File: src/rtl/pwm_compare.sv
// rtl/pwm_compare.sv - double-buffered PWM compare stage driven by the shared timer counter
`timescale 1ns/1ps
module pwm_compare #(
  parameter int COUNT_WIDTH = 8,
  parameter int COUNT_FROM  = 0,
  parameter int COUNT_TO    = (2**COUNT_WIDTH)-1,
  parameter bit INVERT      = 1'b0,
  parameter int CMP_RESET   = 0
) (
  input  logic                   clk,
  input  logic                   rst,
  input  logic [COUNT_WIDTH-1:0] count_in,
  input  logic                   count_en,
  input  logic                   pwm_en,
  input  logic [COUNT_WIDTH-1:0] cmp_wdata,
  input  logic                   cmp_wvalid,
  output logic                   cmp_wready,
  output logic                   pwm_out,
  output logic                   match_pulse,
  output logic                   period_pulse,
  output logic [COUNT_WIDTH-1:0] cmp_active
);

  localparam logic [COUNT_WIDTH-1:0] TO_V  = COUNT_TO[COUNT_WIDTH-1:0];
  localparam logic [COUNT_WIDTH-1:0] RST_V = CMP_RESET[COUNT_WIDTH-1:0];

  logic [COUNT_WIDTH-1:0] cmp_active_q, cmp_active_d;
  logic [COUNT_WIDTH-1:0] shadow_q, shadow_d;
  logic                   pending_q, pending_d;
  logic                   pwm_q, pwm_d;
  logic                   match_q, match_d;
  logic                   period_q, period_d;

  logic boundary;
  logic accept;
  logic in_range;

  assign boundary = count_en && (count_in == TO_V);
  assign accept   = cmp_wvalid && !pending_q;
  // A compare value outside the counting range can never be reached by the counter.
  assign in_range = (int'(cmp_active_q) >= COUNT_FROM) && (int'(cmp_active_q) <= COUNT_TO);

  always_comb begin
    cmp_active_d = cmp_active_q;
    shadow_d     = shadow_q;
    pending_d    = pending_q;
    pwm_d        = INVERT;
    match_d      = 1'b0;
    period_d     = boundary;

    if (accept) begin
      shadow_d  = cmp_wdata;
      pending_d = 1'b1;
    end

    // accept needs !pending_q, so it never collides with a transfer at the same edge.
    if (boundary && pending_q) begin
      cmp_active_d = shadow_q;
      pending_d    = 1'b0;
    end

    if (pwm_en) begin
      pwm_d = (count_in < cmp_active_q) ^ INVERT;
    end

    match_d = count_en && in_range && (count_in == cmp_active_q);
  end

  always_ff @(posedge clk or negedge rst) begin
    if (!rst) begin
      cmp_active_q <= RST_V;
      shadow_q     <= RST_V;
      pending_q    <= 1'b0;
      pwm_q        <= INVERT;
      match_q      <= 1'b0;
      period_q     <= 1'b0;
    end else begin
      cmp_active_q <= cmp_active_d;
      shadow_q     <= shadow_d;
      pending_q    <= pending_d;
      pwm_q        <= pwm_d;
      match_q      <= match_d;
      period_q     <= period_d;
    end
  end

  assign cmp_wready   = !pending_q;
  assign pwm_out      = pwm_q;
  assign match_pulse  = match_q;
  assign period_pulse = period_q;
  assign cmp_active   = cmp_active_q;

endmodule

File: config.mk
export PLATFORM = sky130hd
export DESIGN_NAME = pwm_compare
export DESIGN_NICKNAME = d
export VERILOG_FILES = /design/src/rtl/pwm_compare.sv
export SDC_FILE = /design/constraint.sdc
export NUM_CORES = 1
export LEC_CHECK = 0
export CELL_PAD_IN_SITES_DETAIL_PLACEMENT = 1
export CELL_PAD_IN_SITES_GLOBAL_PLACEMENT = 2
export CORE_MARGIN = 2
export CORE_UTILIZATION = 28
export CTS_CLUSTER_SIZE = 14
export DETAILED_ROUTE_END_ITERATION = 7
export GPL_TIMING_DRIVEN = 0
export PLACE_DENSITY_LB_ADDON = 0.08
export SLEW_MARGIN = 10
export SYNTH_ARGS = -nofsm -noshare
export SYNTH_HDL_FRONTEND = slang
export SYNTH_SLANG_ARGS = --single-unit
File: constraint.sdc
create_clock -name clk -period 2.07 [get_ports clk]
set_clock_uncertainty 0.15 [all_clocks]
set_input_delay 0.414 -clock clk [delete_from_list [all_inputs] [get_ports clk]]
set_output_delay 0.414 -clock clk [all_outputs]
set_load 0.005 [all_outputs]
==> flow_metrics.py, run 1 <==
metrics = {
    "status": {
        "outcome": "finished, final reports clean",
    },
    "worst_setup_path": {
        "cp.arrival_ns": 1.91,
        "critical-path-max-stage-delay_ns": 0.52,
        "crit_type": "in -> reg",
        "cp_data_required_time_ns": 2.11,
        "timing.critical_path.to_type": "register",
        "timing.critical_path.from_type": "input pin",
        "worst_path_max_delay_cell": "clkdlybuf4s50_1",
        "worstPathCellList": "clkdlybuf4s50_1 > nand2_1 > nor4_4 > buf_4 > mux2_2",
        "cp_max_fo": 5,
    },
    "clocking": {
        "clock-sinks": 20,
        "cts_tree": "done",
        "ctsLongestPathBuffers": 2,
        "path_clk_slew_ns": 0.11,
        "insertion_delay_ns": 0.29,
        "htree_levels": 1,
        "numCtsBuffers": 3,
        "cts.hold.buffers_added": 0,
        "clock_tree.root_cell": "clkbuf_4",
        "post_cts_resized": 0,
    },
    "sta": {
        "max_freq_mhz": 535,
        "final.period_utilization": 0.903,
        "unrepaired_setup_endpoints_after_global_routing": "false",
        "hold_viol": 0,
        "slew_headroom": 0.414,
        "finalSetupViolCount": 0,
        "final_critical_path_setup_slack_ns": 0.202,
        "final_max_slew_viol_count": 0,
        "period_needed_ns": 1.87,
        "max_slew.worst_pin.slew_ns": 0.877,
        "hold_slack_ns": 0.363,
    },
    "synthesis": {
        "yosysMostFrequentCell": "dfrtp_1",
        "largest_area_contributor_in_the_netlist": "dfrtp_1",
        "yosys-top-cells-area": "dfrtp_1 52%, mux2_2 19%, ha_1 10%",
        "yosysSeqAreaShare": 0.522,
        "synth.cells.most_frequent": "20 x dfrtp_1, 16 x mux2_2, 10 x inv_1",
        "post_synth_top_flop": "dfrtp_1",
        "syn_area_um2": 958,
        "syn_area_per_cell_um2": 13.0,
        "proportion_of_synthesized_area_in_mux_cells": 0.188,
        "synth_compound_area_frac": 0.0405,
        "synthAdderAreaFrac": 0.104,
        "postSynthNetCount": 103,
        "number_of_enable_type_register_cells_in_the_synthesized_netlist": 0,
        "post_synth_and_or_nand_nor_area_fraction": 0.0979,
        "dominant_combinational_cell_family_by_area_after_synthesis": "multiplexers",
        "synth.distinct_cells": 19,
        "yosysTopAreaCellShare": 0.522,
        "yosys.area_share.xor_xnor": 0,
        "post_synth_inst_count": 74,
        "asyncSetResetFlopFracSynth": 1.00,
        "synth-warning-count": 0,
        "yosys_register_bits": 20,
    },
    "layout": {
        "area_delta_synth_final_pct": 43.3,
        "antenna_cells": 0,
        "final_design_area_no_fill_um2": 1370,
        "final_nets": 142,
        "layout-drive-gt1-share": 0.225,
        "final_standard_cell_count_with_taps_included_and_fillers_excluded": 157,
    },
    "power_and_ir_drop": {
        "ir_worst_vdd_mv": 0.163,
        "power_uw": 733,
        "cellPowerDensity_nw_per_um2": 534,
        "total_leakage_power_nw": 0.602,
    },
    "floorplanning": {
        "floorplan.rows": 21,
        "fp.dieArea_um2": 3910,
        "die_height_um": 62.5,
        "placeableCoreArea_um2": 3310,
        "initial_utilization": 0.289,
        "horizontal_die_dimension_um": 62.5,
        "top_level_ports": 33,
    },
    "global_routing": {
        "grt_first_pass_wirelength_um": 3570,
        "grt_start_max_net_pins": 21,
        "grt_pass1_vias": 773,
        "grt_antenna_before_repair": 0,
        "grt_overflow": 0,
        "all_layer_global_routing_usage": 0.121,
    },
    "placement": {
        "gp_routability_congestion": 0.699,
        "post-place-ws_ns": -0.394,
        "hpwl_um": 1600,
        "dpl_cell_area_um2": 1340,
        "numPlacedInstances": 152,
        "io_buffer_count": 32,
    },
    "routing": {
        "detail-route-antenna-nets": 0,
        "total_drc_errors_in_the_routed_layout": 0,
        "dr.pass1.iters": 4,
        "avgViaCountPerCell": 4.41,
        "dr_total_vias": 693,
        "routedWlPerCell_um": 13.2,
        "wl_um": 2070,
        "detail_route.iter0.violations": 10,
    },
    "worst_hold_path": {
        "holdCritPathClass": "reg -> reg",
    },
    "job": {
        "max_cap_viol": 0,
    },
}
## sequential cells by signal, summed over array words and instances, names as in the netlist
signal / flops
cmp_active: 8
period_pulse: 1
match_pulse: 1
shadow_q: 8
pwm_out: 1
pending_q: 1
## cells in the final DEF, fill, tap and decap left out, types with 2 or more instances in the layout
cell / n
inv_1: 10
ha_1: 8
mux2_2: 16
clkdlybuf4s50_1: 32
nand2_1: 2
nand4_1: 2
nor3_1: 2
nor2_1: 2
a211oi_1: 2
clkbuf_4: 3
dfrtp_1: 20
buf_4: 2
## where the power goes
group	total, mW	switching, mW	internal [mW]
Clock	0.178	0.110	0.0677
Sequential	0.431	0.0139	0.417
Combinational	0.125	0.0446	0.0799
Total	0.733	0.169	0.565
## layer usage
metal,GRT usage,part of all wire
met5,0,0
met4,0.0583,0.0072
met3,0.0252,0.048
met2,0.196,0.47
met1,0.152,0.47
## cell type report
type                    instances  area [µm²]
plain buffers                   1        3.75
clock buffers                   3        22.5
fillers                       393        1940
inverters                      11        41.3
multi-input cells              42         413
flip-flops and latches         20         500
well taps                      46        57.6
repair buffers                 34         335
## worst max-delay path, delay by kind of cell
kind | cells | cell delay (ns)
multiplexers | 1 | 0.33
AND/OR/NAND/NOR | 2 | 0.44
buffers and inverters | 2 | 0.72
## metrics by stage
step | util | setup TNS, ns
after CTS | 0.415 | 0
after global routing | 0.415 | 0
final | 0.415 | 0
after floorplan | - | 0
after global placement | 0.404 | -3.47
after detailed placement | 0.404 | -3.85
## path summary, 6_finish.rpt
kind                                   from       endpoint  slack [ns]  depth (start not counted)
worst max-delay path            count_in[7]  cmp_active[2]        0.20                          5
worst min-delay path            shadow_q[6]    shadow_q[6]        0.36                          1
worst max register to register    pending_q    shadow_q[1]        0.38                          3
worst min register to register  shadow_q[6]    shadow_q[6]        0.36                          1
max in group asynchronous               rst    shadow_q[6]        0.78                          1
min in group asynchronous               rst    shadow_q[0]        0.46                          1
## cell families (layout without fill, tap and decap cells)
group | Yosys count | count (layout)
compound gates | 5 | 5
fa+ha+maj | 8 | 8
buf+inv | 12 | 49
flops | 20 | 20
mux | 16 | 16
simple gates | 13 | 13
## what timing repair did
| item | CTS | global route |
|---|---|---|
| hold endpoints to repair | 0 | 0 |
| setup buffers | 2 | 0 |
| endpoints found under the setup margin | 8 | 0 |
No activity file was read; power rests on OpenSTA's default activity.
==> run 2: changes to the inputs <==
CORE_UTILIZATION = 25   (was 28)
SETUP_SLACK_MARGIN = 0.5   (was unset)
clock period = 1.51 ns   (was 2.07 ns; I/O delays follow)
==> flow_metrics.py, run 2 (synthesized netlist as in run 1, its figures left out) <==
metrics = {
    "worst_setup_path": {
        "crit_start": "count_in[4]",
        "crit_type": "in -> reg",
        "timing.critical_path.from_type": "input pin",
        "cp.arrival_ns": 1.49,
        "reg2reg_slack_ns": 0.008,
        "cp_data_required_time_ns": 1.50,
        "timing.critical_path.to_type": "register",
        "cp_max_fo": 5,
        "reg2regPathDepth": 5,
        "reg2reg_from": "cmp_active[0]",
        "worst_r2r_endpoint": "pwm_out",
    },
    "layout": {
        "layout-drive-gt1-share": 0.556,
        "fillCellCount": 395,
        "final_nets": 155,
        "layout_commonest_cell": "dfrtp_1",
        "area_delta_synth_final_pct": 69.5,
        "antenna_cells": 0,
        "mostFrequentLayoutCells": "20 x dfrtp_1, 15 x mux2_4, 12 x buf_6, 11 x buf_2, 10 x clkdlybuf4s50_1",
        "final_design_area_no_fill_um2": 1620,
        "final_util": 0.444,
    },
    "clocking": {
        "path_clk_slew_ns": 0.07,
        "clock_tree.root_cell": "clkbuf_8",
        "ctsLongestPathBuffers": 2,
        "htree_levels": 1,
        "clock-sinks": 20,
        "insertion_delay_ns": 0.25,
        "cts_tree": "done",
        "numCtsBuffers": 3,
    },
    "global_routing": {
        "grt_antenna_before_repair": 0,
        "grtUsageMet2": 0.183,
        "all_layer_global_routing_usage": 0.123,
        "grt_start_max_net_pins": 21,
        "grt_overflow": 0,
        "use_met3": 0.0426,
        "grt_first_pass_wirelength_um": 3890,
        "groute.layer.met1.usage": 0.168,
        "globalRoute.busiestLayer": "met2",
        "grt_pass1_vias": 782,
    },
    "status": {
        "violated_checks": "hold timing",
        "outcome": "finished, violations left",
    },
    "power_and_ir_drop": {
        "cellPowerDensity_nw_per_um2": 711,
        "total_leakage_power_nw": 0.758,
        "ir_worst_vdd_mv": 0.318,
    },
    "sta": {
        "unrepaired_setup_endpoints_after_global_routing": "true",
        "final.period_utilization": 0.995,
        "fin_tns_setup_ns": 0,
        "finalSetupViolCount": 0,
        "hold_slack_ns": -0.0414,
        "slew_headroom": 0.655,
        "hold_viol": 20,
        "final_max_slew_viol_count": 0,
        "period_needed_ns": 1.50,
        "max_slew.worst_pin.slew_ns": 0.517,
        "max_freq_mhz": 666,
    },
    "routing": {
        "routedWlPerCell_um": 13.7,
        "detail-route-antenna-nets": 0,
        "total_drc_errors_in_the_routed_layout": 0,
        "dr.pass1.iters": 3,
        "detail_route.iter0.violations": 8,
        "dr_total_vias": 727,
        "avgViaCountPerCell": 4.23,
        "wl_um": 2350,
    },
    "floorplanning": {
        "floorplan.rows": 22,
        "die_height_um": 65.9,
        "initial_utilization": 0.262,
        "fp.dieArea_um2": 4340,
        "horizontal_die_dimension_um": 65.9,
        "placeableCoreArea_um2": 3660,
        "top_level_ports": 33,
    },
    "placement": {
        "gp_routability_congestion": 0.660,
        "io_buffer_count": 32,
        "hpwl_um": 1600,
        "dpl_cell_area_um2": 1410,
    },
    "job": {
        "max_cap_viol": 0,
    },
    "worst_hold_path": {
        "holdCritPathClass": "in -> async",
    },
}
[run 2: cell count changes in the layout (fill, tap and decap cells not counted), moves of 11 or more]
cell	delta
mux2_2	-15
buf_2	+11
buf_6	+12
clkdlybuf4s50_1	-22
mux2_4	+15
[run 2: report_power, final]
group / switching (mW) / total, mW / leakage [nW] / internal, mW
clock: 0.156 / 0.333 / 0.0216 / 0.177
sequential: 0.0212 / 0.594 / 0.260 / 0.572
combinational: 0.0822 / 0.228 / 0.477 / 0.146
[run 2: metal layers]
layer	up-vias	part of all wire	routed length, µm
li1	358	-	-
met4	0	0.0077	18
met3	2	0.073	172
met5	-	0	0
met2	21	0.45	1070
met1	346	0.46	1090
[run 2: worst max-delay path, cell delays in order]
cell             delay [ns]
clkdlybuf4s15_1        0.23
nand3_2                0.12
nor4_4                 0.32
buf_6                  0.18
mux2_2                 0.33
[run 2: worst max path at each step]
stage	to	slack, ns	cells after the start
finish	cmp_active[2]	0.008	5
global route	pwm_out	-0.04	5
CTS	shadow_q[7]	0.04	4
detailed placement	cmp_active[1]	-0.89	4
global placement	cmp_active[3]	-0.91	4
floorplan	cmp_active[0]	-0.03	3
[run 2: metrics by stage]
stage               instances  power [mW]  setup WS, ns
floorplan                  74       0.691       -0.0324
global placement          154       0.799        -0.908
detailed placement        154       0.803        -0.892
CTS                       168        1.16        0.0354
global route              172        1.24       -0.0373
finish                    172        1.15       0.00798
[run 2: cell type report]
class | count | area, µm² | area share
clock buffer | 3 | 41.3 | 0.0254
buffer | 1 | 15.0 | 0.00924
sequential | 20 | 500 | 0.308
multi-input combinational | 42 | 558 | 0.344
inverter | 11 | 41.3 | 0.0254
timing repair buffer | 47 | 408 | 0.251
tap | 48 | 60.1 | 0.0370
[run 2: repair_timing]
action | 4_1_cts | 5_1_grt
hold endpoints to repair | 20 | 20
resized for setup | 85 | 17
pin swaps | 8 | 5
setup endpoints to repair | 52 | 31
setup buffers | 11 | 4
==> run 3: changes to the inputs <==
RECOVER_POWER = 25   (was unset)
==> flow_metrics.py, run 3 (synthesized netlist as in run 1, its figures left out) <==
metrics = {
    "status": {
        "outcome": "finished, final reports clean",
    },
    "global_routing": {
        "grt_first_pass_wirelength_um": 3890,
        "grt_overflow": 0,
        "grtUsageMet2": 0.183,
        "globalRoute.busiestLayer": "met2",
        "grt_pass1_vias": 782,
        "use_met3": 0.0426,
        "groute.layer.met1.usage": 0.168,
        "all_layer_global_routing_usage": 0.123,
        "grt_antenna_before_repair": 0,
        "grt_start_max_net_pins": 21,
    },
    "power_and_ir_drop": {
        "cellPowerDensity_nw_per_um2": 714,
        "total_leakage_power_nw": 0.754,
        "power_mw": 1.15,
        "ir_worst_vdd_mv": 0.318,
    },
    "routing": {
        "dr.pass1.iters": 3,
        "detail-route-antenna-nets": 0,
        "total_drc_errors_in_the_routed_layout": 0,
        "detail_route.iter0.violations": 8,
        "avgViaCountPerCell": 4.23,
        "routedWlPerCell_um": 13.6,
        "wl_um": 2350,
        "dr_total_vias": 727,
    },
    "worst_setup_path": {
        "reg2regPathDepth": 5,
        "timing.critical_path.to_type": "register",
        "worst_r2r_endpoint": "pwm_out",
        "timing.critical_path.from_type": "input pin",
        "cp_data_required_time_ns": 1.50,
        "cp.arrival_ns": 1.49,
        "worstPathCellList": "clkdlybuf4s15_1 > nand3_2 > nor4_4 > buf_6 > mux2_2",
        "worst-path-buf-inv": 2,
        "critical-path-max-stage-delay_ns": 0.33,
        "cp_max_fo": 5,
        "reg2reg_from": "cmp_active[0]",
        "reg2reg_slack_ns": 0.008,
        "crit_type": "in -> reg",
        "worst_path_max_delay_cell": "mux2_2",
        "cpLargestDelayFamily": "simple AND/OR/NAND/NOR gates",
    },
    "sta": {
        "max_freq_mhz": 666,
        "unrepaired_setup_endpoints_after_global_routing": "true",
        "final.period_utilization": 0.995,
        "slew_headroom": 0.276,
        "hold_viol": 0,
        "finalSetupViolCount": 0,
        "period_needed_ns": 1.50,
        "max_slew.worst_pin.slew_ns": 1.09,
        "final_max_slew_viol_count": 0,
        "hold_slack_ns": 0.0813,
    },
    "clocking": {
        "cts_tree": "done",
        "clock-sinks": 20,
        "path_clk_slew_ns": 0.07,
        "insertion_delay_ns": 0.25,
        "clock_tree.root_cell": "clkbuf_8",
        "htree_levels": 1,
        "numCtsBuffers": 3,
        "ctsLongestPathBuffers": 2,
    },
    "layout": {
        "final_util": 0.442,
        "area_delta_synth_final_pct": 68.7,
        "mostFrequentLayoutCells": "20 x dfrtp_1, 15 x mux2_4, 12 x buf_6, 11 x buf_2, 10 x clkdlybuf4s50_1",
        "layout_commonest_cell": "dfrtp_1",
        "multiInputGateArea_um2": 558,
        "final_nets": 155,
        "fillCellCount": 395,
        "antenna_cells": 0,
        "layout-drive-gt1-share": 0.548,
        "layout.area.seq_um2": 500,
        "final_design_area_no_fill_um2": 1620,
    },
    "floorplanning": {
        "top_level_ports": 33,
        "fp.dieArea_um2": 4340,
        "floorplan.rows": 22,
        "placeableCoreArea_um2": 3660,
        "die_height_um": 65.9,
        "initial_utilization": 0.262,
        "horizontal_die_dimension_um": 65.9,
    },
    "placement": {
        "hpwl_um": 1600,
        "dpl_cell_area_um2": 1410,
        "gp_routability_congestion": 0.660,
        "io_buffer_count": 32,
    },
    "worst_hold_path": {
        "holdCritPathClass": "in -> async",
    },
    "job": {
        "max_cap_viol": 0,
    },
}
[run 3: how the worst max path moves through the flow]
| stage | start | to | slack, ns | cells after the start |
|---|---|---|---|---|
| floorplan | pending_q | cmp_active[0] | -0.03 | 3 |
| global placement | count_in[3] | cmp_active[3] | -0.91 | 4 |
| detailed placement | count_in[3] | cmp_active[1] | -0.89 | 4 |
| CTS | pending_q | shadow_q[7] | 0.04 | 4 |
| global route | cmp_active[2] | pwm_out | -0.04 | 5 |
| finish | count_in[4] | cmp_active[2] | 0.008 | 5 |
[run 3: worst register-to-register path, delay by kind of cell (launching register included)]
| kind | cells | cell delay [ns] |
|---|---|---|
| AO/OA/AOI/OAI | 2 | 0.33 |
| adder cells (fa/ha/maj) | 1 | 0.14 |
| buffers and inverters | 1 | 0.13 |
| flip-flops | 1 | 0.40 |
| AND/OR/NAND/NOR | 1 | 0.24 |
[run 3: cell type report]
| type | instances | share of cell area |
|---|---|---|
| multi-input combinational | 42 | 0.345 |
| inverter | 11 | 0.0255 |
| buffer | 1 | 0.00929 |
| timing repair buffer | 47 | 0.248 |
| tap | 48 | 0.0372 |
| clock buffer | 3 | 0.0255 |
| sequential | 20 | 0.310 |
[run 3: routing by layer]
layer	share of wire	wire, µm
met4	0.0077	18
met5	0	0
met1	0.46	1090
met2	0.46	1070
met3	0.073	172
[run 3: timing repair]
| item | 4_1_cts | 5_1_grt |
|---|---|---|
| endpoints found under the hold margin | 20 | 20 |
| setup endpoints to repair | 52 | 31 |
| resized for setup | 85 | 17 |
| buffers inserted | 11 | 4 |
| pin swaps | 8 | 5 |
[run 3: per-stage QoR]
step / cells / TNS [ns] / worst slack (ns)
after floorplan: 74 / -0.259 / -0.0324
after global placement: 154 / -12.36 / -0.908
after detailed placement: 154 / -12.23 / -0.892
after CTS: 168 / 0 / 0.0354
after global routing: 172 / -0.0650 / -0.0373
final: 172 / 0 / 0.00798
[run 3: where the power goes]
part / total (mW) / switching, mW / internal, mW / leakage [nW]
clock network: 0.333 / 0.156 / 0.177 / 0.0216
logic: 0.226 / 0.0822 / 0.144 / 0.473
registers: 0.594 / 0.0212 / 0.572 / 0.260
==> RTL change 1 (config.mk and constraints of run 3) <==
`COUNT_WIDTH`: 8 -> 9.
--- a/src/rtl/pwm_compare.sv
+++ b/src/rtl/pwm_compare.sv
@@ -3,3 +3,3 @@
 module pwm_compare #(
-  parameter int COUNT_WIDTH = 8,
+  parameter int COUNT_WIDTH = 9,
   parameter int COUNT_FROM  = 0,
Ports: changed (resized cmp_active, cmp_wdata and count_in); port bits go from 33 to 36. The function was not compared with the original's and may differ.
==> RTL change 1 against run 3 <==
- the flow now finishes with violations (setup timing)
- sequential cell count grew 2
- cell count grew 17%
- final area grew 18%
- total power grew 17%
- worst setup slack lost 83 ps
- combinational power grew 15%
- wire length grew 36%
- area after synthesis grew 10%
==> RTL change 1: results <==
group,metric,value,unit
status,run_status,"finished, violations left",
status,failed_checks,"setup timing",
layout,fill_cells,429,
route,num_vias,928,
layout,diodes,0,
synthesis,synthAdderAreaFrac,0.107,
synthesis,seq_area_frac_synth,0.521,
place,gp_congestion,0.773,
synthesis,synth_cell_types,21,
grt,grt_pass1_vias,1063,
route,drt_iter0_drc,12,
sta,setup_ws,-75.2,ps
critical_path,critPathArrivalTime,1610,ps
grt,grt_pass1_wl,5.42,mm
place,placed_area,0.00159,mm²
pwr,vdd_ir_drop_max,335,µV
synthesis,syn-num-nets,125,
pwr,p_leak,0.858,nW
critical_path,r2r_start,"cmp_active[1]",
critical_path,slowest_delay,400,ps
place,post-place-ws,-939,ps
sta,fin_tns_setup,-75.2,ps
route,routed_wl,3.19,mm
sta,finalSetupViolCount,1,
cts,cts-root-buf,"clkbuf_8",
synthesis,yosys-top-cells-count,"22 x dfrtp_1, 11 x inv_1, 11 x nand3_1",
grt,grt_start_max_net_pins,23,
route,drtPass1Iterations,2,
synthesis,synth_mux_area_frac,0.110,
pwr,swShare,0.238,
critical_path,cp_top_family,"flip-flops",
place,hpwl,2.14,mm
critical_path,crit_fanout,2,
critical_path,critPathSlowestCell,"dfrtp_1",
cts,clkLatencyLatePin,260,ps
layout,fin_nets,184,
synthesis,synthTopCellsByArea,"dfrtp_1 52%, ha_1 11%, mux2_2 9.6%",
synthesis,synth_compound_area_frac,0.0651,
layout,layout-drive-gt1-share,0.596,
place,io_buffers,35,
critical_path,path_class,"flip-flop to flip-flop",
grt,track_usage,0.145,
sta,worst_pin_slew,1260,ps
RTL change 1: final timing paths:
kind / to / slack, ps / cells past startpoint
worst max-delay path: pwm_out / -80 / 6
worst min-delay path: match_pulse / 140 / 1
worst max register to register: pwm_out / -80 / 6
worst min register to register: cmp_active[0] / 370 / 1
max in group asynchronous: shadow_q[6] / 330 / 1
min in group clk: match_pulse / 170 / 3
RTL change 1: metal layers:
layer,vias to the layer above,track usage,wire length [µm]
met2,22,0.235,1610
met5,-,0,0
met4,0,0.0392,21
met1,459,0.189,1430
li1,445,-,-
met3,2,0.0409,136
RTL change 1: cell type report:
class / count / area [µm²] / share of cell area
tap: 50 / 62.6 / 0.0329
clock buffer: 4 / 55.1 / 0.0290
inverter: 11 / 48.8 / 0.0257
buffer: 2 / 25.0 / 0.0132
multi-input combinational: 58 / 668 / 0.352
timing repair buffer: 54 / 490 / 0.258
sequential: 22 / 551 / 0.290
RTL change 1: cells by family (layout without fill, tap and decap cells):
logic type      after synthesis  after routing
compound gates               13             13
fa+ha+maj                     9              9
buf+inv                      13             71
flops                        22             22
mux                          10             10
simple gates                 26             26
RTL change 1: power groups by stage:
stage	combinational [mW]	clock (mW)	sequential [mW]
floorplan	0.0997	0	0.660
global placement	0.220	0	0.663
detailed placement	0.226	0	0.666
CTS	0.249	0.450	0.655
global route	0.285	0.479	0.659
finish	0.260	0.430	0.654
RTL change 1: metrics by stage:
stage                      util  std cells  power, mW  hold WS, ps
final                     0.472        201       1.34          137
after global routing      0.472        201       1.42          171
after CTS                 0.456        198       1.35        -6.98
after detailed placement  0.395        178      0.892          349
after global placement    0.395        178      0.884          348
after floorplan               -         93      0.760         -144
RTL change 1: timing repair:
| action | 4_1_cts | 5_1_grt |
|---|---|---|
| buffers inserted | 15 | 3 |
| pin swaps | 12 | 7 |
| gates cloned | 1 | 0 |
| setup endpoints to repair | 57 | 35 |
| endpoints found under the hold margin | 22 | 0 |
| resized for setup | 149 | 12 |
==> RTL change 2 (config.mk and constraints of run 3) <==
Without the edit above. Reset style: synchronous (`rst`), changed in one clocked block.
--- a/src/rtl/pwm_compare.sv
+++ b/src/rtl/pwm_compare.sv
@@ -68,3 +68,3 @@
 
-  always_ff @(posedge clk or negedge rst) begin
+  always_ff @(posedge clk) begin
     if (!rst) begin
Formal check against the unedited RTL: differs if rst is asserted again (counterexample within 4 cycles, from zero or initial values and one cycle with rst low); with rst held inactive, the same outputs for 10 cycles.
==> RTL change 2 against run 3 <==
- sequential cell count stayed put
- final area is 12% higher
- utilization is 5.2 points higher
- total power is 0.61% higher
- area after synthesis is 0.65% lower
- non-clock buffer count is 14 higher
- wire length is 25% higher
- worst setup slack better by 0.60 ps
==> RTL change 2: results <==
group,metric,value,unit
status,run_status,"finished, final reports clean",
grt,grt_pass1_vias,1039,
grt,track_usage,0.144,
sta,max_slew_margin,0.750,
synthesis,syn-num-nets,133,
layout,fill_cells,404,
place,io_buffers,31,
grt,grt_pass1_wl,4.78,mm
layout,layout-drive-gt1-share,0.527,
place,hpwl,1.76,mm
pwr,power.switching,0.274,mW
critical_path,crit_fanout,2,
pwr,vdd_ir_drop_max,631,µV
synthesis,yosys-top-cells-count,"20 x dfxtp_1, 12 x nand2_1, 10 x nor2b_1",
route,wl_per_cell,13.8,µm
place,gp_congestion,0.708,
critical_path,critPathSlowestCell,"dfxtp_2",
pwr,p_leak,0.737,nW
synthesis,synthArstFlopShare,0,
critical_path,cp_top_family,"compound AO/OA/AOI/OAI gates",
route,drt_iter0_drc,21,
grt,grt_start_max_net_pins,12,
worst_hold_path,hold_path_class,"primary input to flip-flop",
cts,clk_pin_slew,80,ps
layout,fin_nets,195,
route,num_vias,936,
synthesis,synthTopCellsByArea,"dfxtp_1 42%, ha_1 11%, mux2i_1 8.4%",
sta,holdWs,236,ps
synthesis,synth_cell_types,22,
synthesis,seq_area_frac_synth,0.420,
## RTL change 2: changes by cell type after synthesis, sizes merged, moves of 9 or more
cell          run 3  this run
dfrtp            20         0
o21ai             0         9
nand2             2        12
dfxtp             0        20
mux2             16         0
nor2b             0        10
## RTL change 2: path summary, 6_finish.rpt
kind	startpoint	to	cells after the start
max	cmp_active[1]	pwm_out	6
min	rst	cmp_active[7]	3
max reg2reg	cmp_active[1]	pwm_out	6
min reg2reg	shadow_q[4]	cmp_active[4]	2
## RTL change 2: repair_timing
item | 4_1_cts | 5_1_grt
setup buffers | 22 | 3
resized for setup | 101 | 21
hold endpoints to repair | 0 | 0
pin swaps | 18 | 6
setup endpoints to repair | 32 | 31
cloned | 1 | 0
## RTL change 2: layout make-up
| cell class | instances | area share |
|---|---|---|
| multi-input combinational | 70 | 0.363 |
| timing repair buffer | 57 | 0.302 |
| sequential | 20 | 0.229 |
| tap | 48 | 0.0333 |
| clock buffer | 4 | 0.0305 |
| buffer | 5 | 0.0236 |
| inverter | 9 | 0.0187 |
## RTL change 2: per-layer routing
metal / global-route usage / up-vias / part of all wire
met5: 0 / - / 0
met4: 0.0313 / 0 / 0.0061
met3: 0.0360 / 2 / 0.050
met2: 0.247 / 19 / 0.51
met1: 0.179 / 439 / 0.44
li1: - / 476 / -
## RTL change 2: through the flow
| stage | utilization | cells | setup WS (ps) | instance area [µm²] |
|---|---|---|---|---|
| final | 0.493 | 213 | 8.58 | 1810 |
| after global routing | 0.493 | 213 | -80.6 | 1810 |
| after CTS | 0.465 | 210 | 25.5 | 1700 |
| after detailed placement | 0.370 | 183 | -466 | 1360 |
| after global placement | 0.370 | 183 | -457 | 1360 |
| after floorplan | - | 104 | 107 | 985 |
## RTL change 2: kinds of logic (layout without fill, tap and decap cells)
logic type                 after synthesis  in the layout  share of synthesized area
buffers and inverters                   14             75                     0.0696
and+or+nand+nor                         40             40                      0.237
muxes                                    8              8                     0.0841
AOI/OAI and AO/OA                       14             14                     0.0841
DFF                                     20             20                      0.420
adders and majority gates                8              8                      0.105
## RTL change 2: power groups by stage
stage	Sequential, mW	Combinational (mW)	Clock [mW]
floorplan	0.562	0.0696	0
global placement	0.565	0.147	0
detailed placement	0.565	0.149	0
CTS	0.554	0.175	0.431
global route	0.558	0.210	0.458
finish	0.556	0.191	0.414
## RTL change 2: worst min-delay path: cells and delay by family
family                 cells  cell delay (ps)
and+or+nand+nor            1               80
AOI/OAI and AO/OA          1               60
buffers and inverters      1              160
